File: src/rtl/sr_load_scheduler.sv
// Round-robin loader for a static and a dynamic serial shift-register chain:
// grant in IDLE, then SETUP, SHIFT (MSB first), LATCH and GAP.
module sr_load_scheduler #(
    parameter int SIZESRSTAT = 88,
    parameter int SIZESRDYN  = 16,
    parameter int N_SETUP    = 8,
    parameter int N_GAP      = 8
) (
    input  logic                  CLK,
    input  logic                  RST,
    input  logic                  stat_req,
    input  logic [SIZESRSTAT-1:0] stat_data,
    input  logic                  dyn_req,
    input  logic [SIZESRDYN-1:0]  dyn_data,
    output logic                  stat_ack,
    output logic                  dyn_ack,
    output logic                  sel_stat,
    output logic                  sel_dyn,
    output logic                  sen,
    output logic                  sdata,
    output logic                  latch,
    output logic                  done,
    output logic                  busy
);
    localparam int MAX_A = (SIZESRSTAT > N_SETUP) ? SIZESRSTAT : N_SETUP;
    localparam int MAX_V = (MAX_A > N_GAP) ? MAX_A : N_GAP;
    localparam int CW    = $clog2(MAX_V + 1);

    typedef enum logic [2:0] {
        ST_IDLE  = 3'd0,
        ST_SETUP = 3'd1,
        ST_SHIFT = 3'd2,
        ST_LATCH = 3'd3,
        ST_GAP   = 3'd4
    } state_t;

    state_t                state_r;
    logic [CW-1:0]         cnt_r;
    logic [SIZESRSTAT-1:0] sr_r;
    logic                  tgt_stat_r;
    logic                  last_grant_dyn_r;
    logic                  grant_stat_s;
    logic                  grant_dyn_s;
    logic                  arb_en_s;
    logic                  msb_s;
    logic [CW-1:0]         len_m1_s;

    // Round-robin pick: with both pending, the type not granted last wins
    always_comb begin
        grant_stat_s = 1'b0;
        grant_dyn_s  = 1'b0;
        if (stat_req && (!dyn_req || last_grant_dyn_r)) begin
            grant_stat_s = 1'b1;
        end else if (dyn_req) begin
            grant_dyn_s = 1'b1;
        end else begin
            grant_stat_s = 1'b0;
            grant_dyn_s  = 1'b0;
        end
    end

    // Arbitration window, shift length and serial tap for the current target
    always_comb begin
        arb_en_s = 1'b0;
        if ((state_r == ST_IDLE) && !stat_ack && !dyn_ack) begin
            arb_en_s = 1'b1;
        end else if ((state_r == ST_GAP) && (cnt_r == CW'(N_GAP - 1))) begin
            arb_en_s = 1'b1;
        end else begin
            arb_en_s = 1'b0;
        end
        if (tgt_stat_r) begin
            len_m1_s = CW'(SIZESRSTAT - 1);
            msb_s    = sr_r[SIZESRSTAT-1];
        end else begin
            len_m1_s = CW'(SIZESRDYN - 1);
            msb_s    = sr_r[SIZESRDYN-1];
        end
    end

    // Sequencer: state, counter, shift register and every registered output
    always_ff @(posedge CLK or posedge RST) begin
        if (RST) begin
            state_r          <= ST_IDLE;
            cnt_r            <= {CW{1'b0}};
            sr_r             <= {SIZESRSTAT{1'b0}};
            tgt_stat_r       <= 1'b0;
            last_grant_dyn_r <= 1'b0;
            stat_ack         <= 1'b0;
            dyn_ack          <= 1'b0;
            sel_stat         <= 1'b0;
            sel_dyn          <= 1'b0;
            sen              <= 1'b0;
            sdata            <= 1'b0;
            latch            <= 1'b0;
            done             <= 1'b0;
            busy             <= 1'b0;
        end else begin
            stat_ack <= 1'b0;
            dyn_ack  <= 1'b0;
            latch    <= 1'b0;
            done     <= 1'b0;
            case (state_r)
                ST_IDLE: begin
                    if (stat_ack || dyn_ack) begin
                        sr_r     <= stat_ack ? stat_data : SIZESRSTAT'(dyn_data);
                        sel_stat <= tgt_stat_r;
                        sel_dyn  <= ~tgt_stat_r;
                        busy     <= 1'b1;
                        cnt_r    <= {CW{1'b0}};
                        state_r  <= ST_SETUP;
                    end
                end
                ST_SETUP: begin
                    if (cnt_r == CW'(N_SETUP - 1)) begin
                        cnt_r   <= {CW{1'b0}};
                        sen     <= 1'b1;
                        sdata   <= msb_s;
                        sr_r    <= {sr_r[SIZESRSTAT-2:0], 1'b0};
                        state_r <= ST_SHIFT;
                    end else begin
                        cnt_r <= cnt_r + CW'(1);
                    end
                end
                ST_SHIFT: begin
                    if (cnt_r == len_m1_s) begin
                        cnt_r   <= {CW{1'b0}};
                        sen     <= 1'b0;
                        sdata   <= 1'b0;
                        latch   <= 1'b1;
                        state_r <= ST_LATCH;
                    end else begin
                        cnt_r <= cnt_r + CW'(1);
                        sdata <= msb_s;
                        sr_r  <= {sr_r[SIZESRSTAT-2:0], 1'b0};
                    end
                end
                ST_LATCH: begin
                    sel_stat <= 1'b0;
                    sel_dyn  <= 1'b0;
                    done     <= 1'b1;
                    cnt_r    <= {CW{1'b0}};
                    state_r  <= ST_GAP;
                end
                ST_GAP: begin
                    if (cnt_r == CW'(N_GAP - 1)) begin
                        cnt_r   <= {CW{1'b0}};
                        busy    <= 1'b0;
                        state_r <= ST_IDLE;
                    end else begin
                        cnt_r <= cnt_r + CW'(1);
                    end
                end
                default: begin
                    cnt_r    <= {CW{1'b0}};
                    sel_stat <= 1'b0;
                    sel_dyn  <= 1'b0;
                    sen      <= 1'b0;
                    sdata    <= 1'b0;
                    busy     <= 1'b0;
                    state_r  <= ST_IDLE;
                end
            endcase
            // A new grant is issued only from IDLE or as the last GAP cycle ends
            if (arb_en_s) begin
                stat_ack <= grant_stat_s;
                dyn_ack  <= grant_dyn_s;
                if (grant_stat_s || grant_dyn_s) begin
                    tgt_stat_r       <= grant_stat_s;
                    last_grant_dyn_r <= grant_dyn_s;
                end
            end
        end
    end
endmodule
File: config.mk
export PLATFORM = sky130hd
export DESIGN_NAME = sr_load_scheduler
export DESIGN_NICKNAME = d
export VERILOG_FILES = /design/src/rtl/sr_load_scheduler.sv
export SDC_FILE = /design/constraint.sdc
export NUM_CORES = 1
export LEC_CHECK = 0
export CORE_UTILIZATION = 40
export DETAILED_ROUTE_END_ITERATION = 8
export PLACE_DENSITY = 0.65
export SYNTH_ARGS = -nofsm -noshare
export SYNTH_HDL_FRONTEND = slang
export SYNTH_SLANG_ARGS = --single-unit
File: constraint.sdc
create_clock -name CLK -period 4 [get_ports CLK]
set_clock_uncertainty 0.2 [all_clocks]
set_input_delay 0.8 -clock CLK [delete_from_list [all_inputs] [get_ports CLK]]
set_output_delay 0.8 -clock CLK [all_outputs]
set_load 0.01 [all_outputs]
==> results of run 1 <==
-- worst reg2reg max path, stage by stage (launching register included) --
cell	delay, ns
dfrtp_1	0.58
or4_4	0.62
nand2_1	0.16
a221o_1	0.72
o21ai_0	0.25
-- through the flow --
step	hold WS, ns	cells
after detailed placement	0.274	879
after global placement	0.263	879
after global routing	0.308	895
after CTS	0.289	895
final	0.283	895
after floorplan	0.249	633
-- Yosys cell counts, types with 5 or more instances --
cell / instances
a21oi_1: 28
a31oi_1: 72
buf_2: 17
clkbuf_1: 33
dfrtp_1: 109
inv_1: 5
mux2i_1: 17
nand2_1: 100
nand2b_1: 5
nand3_1: 79
nor2_1: 98
o21ai_0: 25
-- cell families after synthesis --
logic type | synth area share [%]
AOI/OAI and AO/OA | 16.6
xor gates and xnor gates | 0.162
adders and majority gates | 0.232
buffers and inverters | 4.52
DFF | 50.5
muxes | 3.57
and+or+nand+nor | 24.4
-- cell usage in the layout (no fill, tap or decap), drive strengths merged, types with 2 or more instances in the layout --
cell type	count
mux2i	17
a22o	2
a21o	2
o311ai	2
dfrtp	109
nand2	100
buf	7
nor3	4
a21oi	29
a31oi	72
mux2	2
clkbuf	12
clkdlybuf4s50	116
nor2	98
inv	7
o31ai	3
nand2b	5
nor2b	2
and3	2
nand3	79
clkinv	2
o21ai	26
o211ai	2
-- per-layer routing --
| metal | track usage, % | wire length (µm) |
|---|---|---|
| met5 | 0 | 0 |
| met4 | 7.85 | 180 |
| met1 | 24.9 | 5850 |
| met2 | 31.2 | 5950 |
| met3 | 3.04 | 612 |
-- final cells by class --
class / count / area [µm²] / area share (%)
flip-flops and latches: 109 / 2730 / 39.4
multi-input cells: 466 / 2440 / 35.2
repair buffers: 123 / 1240 / 17.9
clock buffers: 12 / 246 / 3.56
well taps: 176 / 220 / 3.18
clock inverters: 4 / 31.3 / 0.452
inverters: 5 / 21.3 / 0.307
-- path summary, 6_finish.rpt --
| check | cells after the start | slack (ns) | to |
|---|---|---|---|
| worst max-delay path | 4 | 1.31 | sr_r[5]$_DFFE_PP0P_ |
| worst min-delay path | 2 | 0.28 | sr_r[7]$_DFFE_PP0P_ |
| worst max register to register | 4 | 1.31 | sr_r[5]$_DFFE_PP0P_ |
| worst min register to register | 2 | 0.28 | sr_r[7]$_DFFE_PP0P_ |
| max in group asynchronous | 3 | 2.07 | sr_r[60]$_DFFE_PP0P_ |
| min in group asynchronous | 2 | 0.80 | sr_r[36]$_DFFE_PP0P_ |
-- power by group through the flow --
stage | logic [mW] | registers [mW] | clock network (mW)
5_1_grt | 2.91 | 2.07 | 0.910
3_5_place_dp | 2.56 | 2.01 | 0
2_1_floorplan | 2.04 | 1.90 | 0
6_report | 2.54 | 2.00 | 0.844
3_3_place_gp | 2.48 | 1.99 | 0
4_1_cts | 2.57 | 1.99 | 0.872
==> key figures, run 1 <==
Cells and area
  – Max reg flops: 88
  – Layout cells sized above 1: about 4.9%
  – N_diodes: 0
  – Synth-to-Final Area Change: 28.4%
  – Final Instance Area: 6930 µm²
  – Fin util: 52.5%
  – Final #Nets: roughly 820
  – Number of fill cells: 1223
  – Largest Register: sr_r
  – Biggest regs: sr_r (88), cnt_r (7), state_r (3)

GRT
  – Initial antenna violation count: 0
  – Total GRT Usage: 19.0%
  – First-pass GRT wire length: 21300 µm
  – Vias in the first global route: between 4000 and 5000
  – Largest net degree at the start of global routing: 145
  – Gr ovfl total: 0

Power and ir drop
  – Leak: 2.77 nW
  – Clock share of power: 15.7%
  – Switch Pwr: 2.31 mW
  – Power share of the combinational group: approximately 47%
  – PD cells: 777 nW/µm²
  – Switching share of power: approximately 43%
  – Max IR drop VDD: around 0.45 mV
  – Internal power: 3.07 mW
  – Tot Pwr: 5.38 mW
  – Sequential Power Share: between 30 and 40%

Logic synthesis
  – Unique masters post-synth: 46
  – Synth area leader: dfrtp_1
  – Synth top area cells: dfrtp_1, a31oi_1, nand3_1
  – Syn Std Cell Area: 5400 µm²
  – Synth Register Bits: 109
  – Syn Inst Count: 633
  – Mapped Nets: 742
  – Number of enable flip-flop cells after synthesis: 0
  – Syn_area_per_cell: 8.53 µm²
  – Primary FF master, synth: dfrtp_1
  – Post-synth ARST share: 100%
  – Yosys Warn Count: 0
  – Post-synth top area share: 50.5%
  – Register area share after synthesis: 50.5%

Floorplanning
  – Die Y: 118 µm
  – Initial Util: 40.9%
  – Core area: 13200 µm²
  – Row Count: 42
  – I/O pins: 117
  – Die Area: about 14000 µm²
  – Die width: 118 µm

Detailed routing
  – Initial DRC count: about 370
  – Final ANT Viol Nets: 0
  – WL per Instance: 14.1 µm
  – DR pass1 iterations: 5
  – Vias: 4761
  – Vias/cell: 5.32
  – DRC viols: 0
  – Final wirelength: 12600 µm

Status
  – Status: finished, final reports clean

Placed design
  – Post-place instance area: between 6000 and 7000 µm²
  – Post-DP HPWL: 8180 µm
  – PortBufs: 116
  – GPL Wtd Cong: a little over 0.8
  – Pre-CTS worst setup slack: 1.32 ns

Critical path
  – Crit start category: flip-flop
  – Crit path kind: flip-flop to flip-flop
  – Critical Path End Type: flip-flop
  – WP buf/inv: 0
  – Worst EP required: a little under 4 ns
  – Critical Path AT: 2.67 ns
  – Slowest-stage cell, CP: a221o_1
  – Cell family with the largest share of critical-path delay: compound AO/OA/AOI/OAI gates
  – CP Cell Sequence: or4_4 -> nand2_1 -> a221o_1 -> o21ai_0
  – Worst Path Max Fanout: 32
  – Critical R2R Launch: state_r[1]$_DFFE_PP0P_
  – Worst setup path startpoint: state_r[1]$_DFFE_PP0P_
  – Slowest stage delay, CP: just over 0.7 ns

Clock network
  – CTS tree: built
  – Post-CTS resize count: 0
  – Htree depth: 3
  – TritonCTS buffer count: 9
  – Clk sinks: 109
  – Clock Tree Buf Depth: 2
  – Clk_lat worst skew: roughly 0.35 ns
  – Clock-pin slew of the registers on the worst-case setup and hold paths: 0.07 ns
  – CTS Root Cell: clkbuf_16
  – Hold buffers post-CTS: 0
  – Setup Buffers After CTS: 0

Timing
  – Final count of hold timing violations: 0
  – Max Fclk: 371 MHz
  – Final worst path period need: 2.69 ns
  – Final worst slack: 1.31 ns
  – Tcrit/Tclk final: 67.3%
  – Slew HR: 34.4%
  – Worst slew pin tran: between 0.9 and 1 ns
  – RSZ-0062 raised after global routing: false
  – Setup-failing EPs final: 0
  – TNS Setup: 0 ns
  – Max Slew Vio Count: 0

Job
  – Number of max-cap violations: 0

Hold path
  – Hold Startpoint: sr_r[7]$_DFFE_PP0P_
  – Hold WC Path Type: flip-flop to flip-flop
(Power assumes the default switching activity.)
==> run 2: changes to the inputs <==
--- a/config.mk
+++ b/config.mk
@@ -7,7 +7,7 @@
 export LEC_CHECK = 0
 export CORE_UTILIZATION = 40
 export DETAILED_ROUTE_END_ITERATION = 8
-export PLACE_DENSITY = 0.65
+export PLACE_DENSITY = 0.62
 export SYNTH_ARGS = -nofsm -noshare
 export SYNTH_HDL_FRONTEND = slang
 export SYNTH_SLANG_ARGS = --single-unit
==> constraint.sdc (replaced) <==
create_clock -name CLK -period 2.6 [get_ports CLK]
set_clock_uncertainty 0.2 [all_clocks]
set_input_delay 0.52 -clock CLK [delete_from_list [all_inputs] [get_ports CLK]]
set_output_delay 0.52 -clock CLK [all_outputs]
set_load 0.01 [all_outputs]
==> run 2 against run 1 <==
  * Non-clock buffer count rose by 7
  * Largest power group unchanged
  * Final area up 2.2%
  * Critical path type unchanged
  * Via count is 1.7% higher
  * Total power up 62%
==> key figures, run 2 (synthesis results as in run 1) <==
Detailed routing
  – Initial DRC count: ~410
  – DR pass1 iterations: 5
  – Vias: about 4800
  – Vias/cell: 5.37
  – Final wirelength: 12900 µm
  – Final ANT Viol Nets: 0
  – WL per Instance: 14.3 µm
  – DRC viols: 0

GRT
  – Vias in the first global route: 4704
  – M3 GR Usage: under 10%
  – Largest net degree at the start of global routing: 110
  – Gr ovfl total: 0
  – M2 GR Usage: 30.7%
  – Layer with the highest usage: met2
  – Initial antenna violation count: 0
  – M1 GR Usage: between 20% and 30%
  – First-pass GRT wire length: between 20000 and 25000 µm
  – Total GRT Usage: 19.6%

Critical path
  – Crit start category: flip-flop
  – Worst Path Max Fanout: 8
  – Critical Path End Type: flip-flop
  – Crit path kind: flip-flop to flip-flop
  – CP Cell Sequence: or4b_4 -> a21oi_4 -> nor3_2 -> nor3_1 -> o211ai_1
  – Worst EP required: 2.62 ns
  – Critical Path AT: 2.33 ns
  – Slowest stage delay, CP: slightly below 0.6 ns
  – Slowest-stage cell, CP: or4b_4

Cells and area
  – Number of fill cells: 1210
  – Max reg flops: 88
  – Layout cells sized above 1: 5.93%
  – Final #Nets: 830
  – Biggest regs: sr_r (88), cnt_r (7), state_r (3)
  – Largest Register: sr_r
  – Footprint of the multi-input gates: 2440 µm²
  – N_diodes: 0
  – Seq. cell area: 2730 µm²
  – Commonest non-fill, non-tap cells in the layout: clkdlybuf4s50_1, dfrtp_1, nand2_1
  – Synth-to-Final Area Change: 31.2%
  – Most common cell after layout, fill and taps aside: clkdlybuf4s50_1

Timing
  – Setup-failing EPs final: 0
  – TNS Setup: 0 ns
  – Slew HR: a little over a third
  – Max Slew Vio Count: 0
  – Final worst path period need: 2.30 ns
  – Max Fclk: roughly 430 MHz
  – RSZ-0062 raised after global routing: false
  – Final worst slack: between 0.2 and 0.3 ns
  – Final count of hold timing violations: 0
  – Worst slew pin tran: 0.971 ns
  – Tcrit/Tclk final: 88.6%

Floorplanning
  – Die width: 118 µm
  – Core area: 13200 µm²
  – Row Count: 42
  – I/O pins: 117
  – Die Y: between 100 and 150 µm
  – Die Area: 14000 µm²
  – Initial Util: about two fifths

Clock network
  – TritonCTS buffer count: 9
  – Setup Buffers After CTS: 0
  – Clock Tree Buf Depth: 2
  – Htree depth: 3
  – CTS tree: built
  – Clk sinks: 109
  – CTS Root Cell: clkbuf_16
  – Clk_lat worst skew: 0.35 ns
  – Hold buffers post-CTS: 0
  – Clock-pin slew of the registers on the worst-case setup and hold paths: 0.07 ns
  – Post-CTS resize count: 0

Status
  – Status: finished, final reports clean

Placed design
  – Pre-CTS worst setup slack: approximately 0.34 ns
  – PortBufs: roughly 120
  – GPL Wtd Cong: approximately 0.87
  – Post-DP HPWL: 8400 µm

Hold path
  – Hold WC Path Type: flip-flop to flip-flop

Power and ir drop
  – Leak: 2.84 nW
  – PD cells: 1230 nW/µm²
  – Max IR drop VDD: 0.729 mV

Job
  – Number of max-cap violations: 0
run 2: changes by cell type in the layout (fill, tap and decap cells not counted), sizes merged:
cell	previous run	this run
bufinv	0	2
inv	7	4
clkbuf	12	10
buf	7	14
clkinv	2	3
clkinvlp	0	1
run 2: metrics by stage:
| step | area [µm²] | instances | power, mW | hold slack (ns) | utilization [%] |
|---|---|---|---|---|---|
| after global placement | 6770 | 886 | 7.13 | 0.264 | 51.3 |
| after detailed placement | 6770 | 886 | 7.30 | 0.272 | 51.3 |
| after floorplan | 5400 | 633 | 6.06 | 0.249 | - |
| after global routing | 7080 | 901 | 9.51 | 0.305 | 53.7 |
| after CTS | 7080 | 901 | 8.79 | 0.287 | 53.7 |
| final | 7080 | 901 | 8.69 | 0.284 | 53.7 |
run 2: worst paths after layout:
kind                                         from                    to  slack, ns  cells after the start
min in group asynchronous                     RST  sr_r[38]$_DFFE_PP0P_       0.46                      3
hold / removal                sr_r[2]$_DFFE_PP0P_   sr_r[2]$_DFFE_PP0P_       0.28                      2
hold reg to reg               sr_r[2]$_DFFE_PP0P_   sr_r[2]$_DFFE_PP0P_       0.28                      2
max in group asynchronous                     RST    stat_ack$_DFF_PP0_       1.24                      3
setup / recovery           tgt_stat_r$_DFFE_PP0P_  cnt_r[4]$_DFFE_PP0P_       0.30                      5
setup reg to reg           tgt_stat_r$_DFFE_PP0P_  cnt_r[4]$_DFFE_PP0P_       0.30                      5
run 2: worst max-delay path: cells and delay by family (launching register included):
family / cells / cell delay, ns
and+or+nand+nor: 3 / 1.11
AOI/OAI and AO/OA: 2 / 0.40
DFF: 1 / 0.46
run 2: area by class of cell:
cell class | instances | area share [%]
Timing Repair Buffer | 130 | 19.1
Inverter | 5 | 0.318
Multi-Input combinational cell | 466 | 34.4
Clock inverter | 5 | 1.06
Sequential cell | 109 | 38.6
Clock buffer | 10 | 3.38
Tap cell | 176 | 3.11
run 2: power breakdown:
group / switching, mW / internal (mW)
combinational: 2.49 / 1.70
clock: 0.606 / 0.860
sequential: 0.494 / 2.54
run 2: metal layers:
layer	up-vias	share of wire, %
li1	2387	-
met1	2298	46
met2	124	46
met3	31	5.4
met4	0	2.7
met5	-	0
==> run 3: changes to the inputs <==
--- a/config.mk
+++ b/config.mk
@@ -8,6 +8,7 @@
 export CORE_UTILIZATION = 40
 export DETAILED_ROUTE_END_ITERATION = 8
 export PLACE_DENSITY = 0.62
+export SKIP_CTS_REPAIR_TIMING = 1
 export SYNTH_ARGS = -nofsm -noshare
 export SYNTH_HDL_FRONTEND = slang
 export SYNTH_SLANG_ARGS = --single-unit
==> results of run 3 <==
Same layout as run 2: the final DEF is identical, and so are final timing and power.
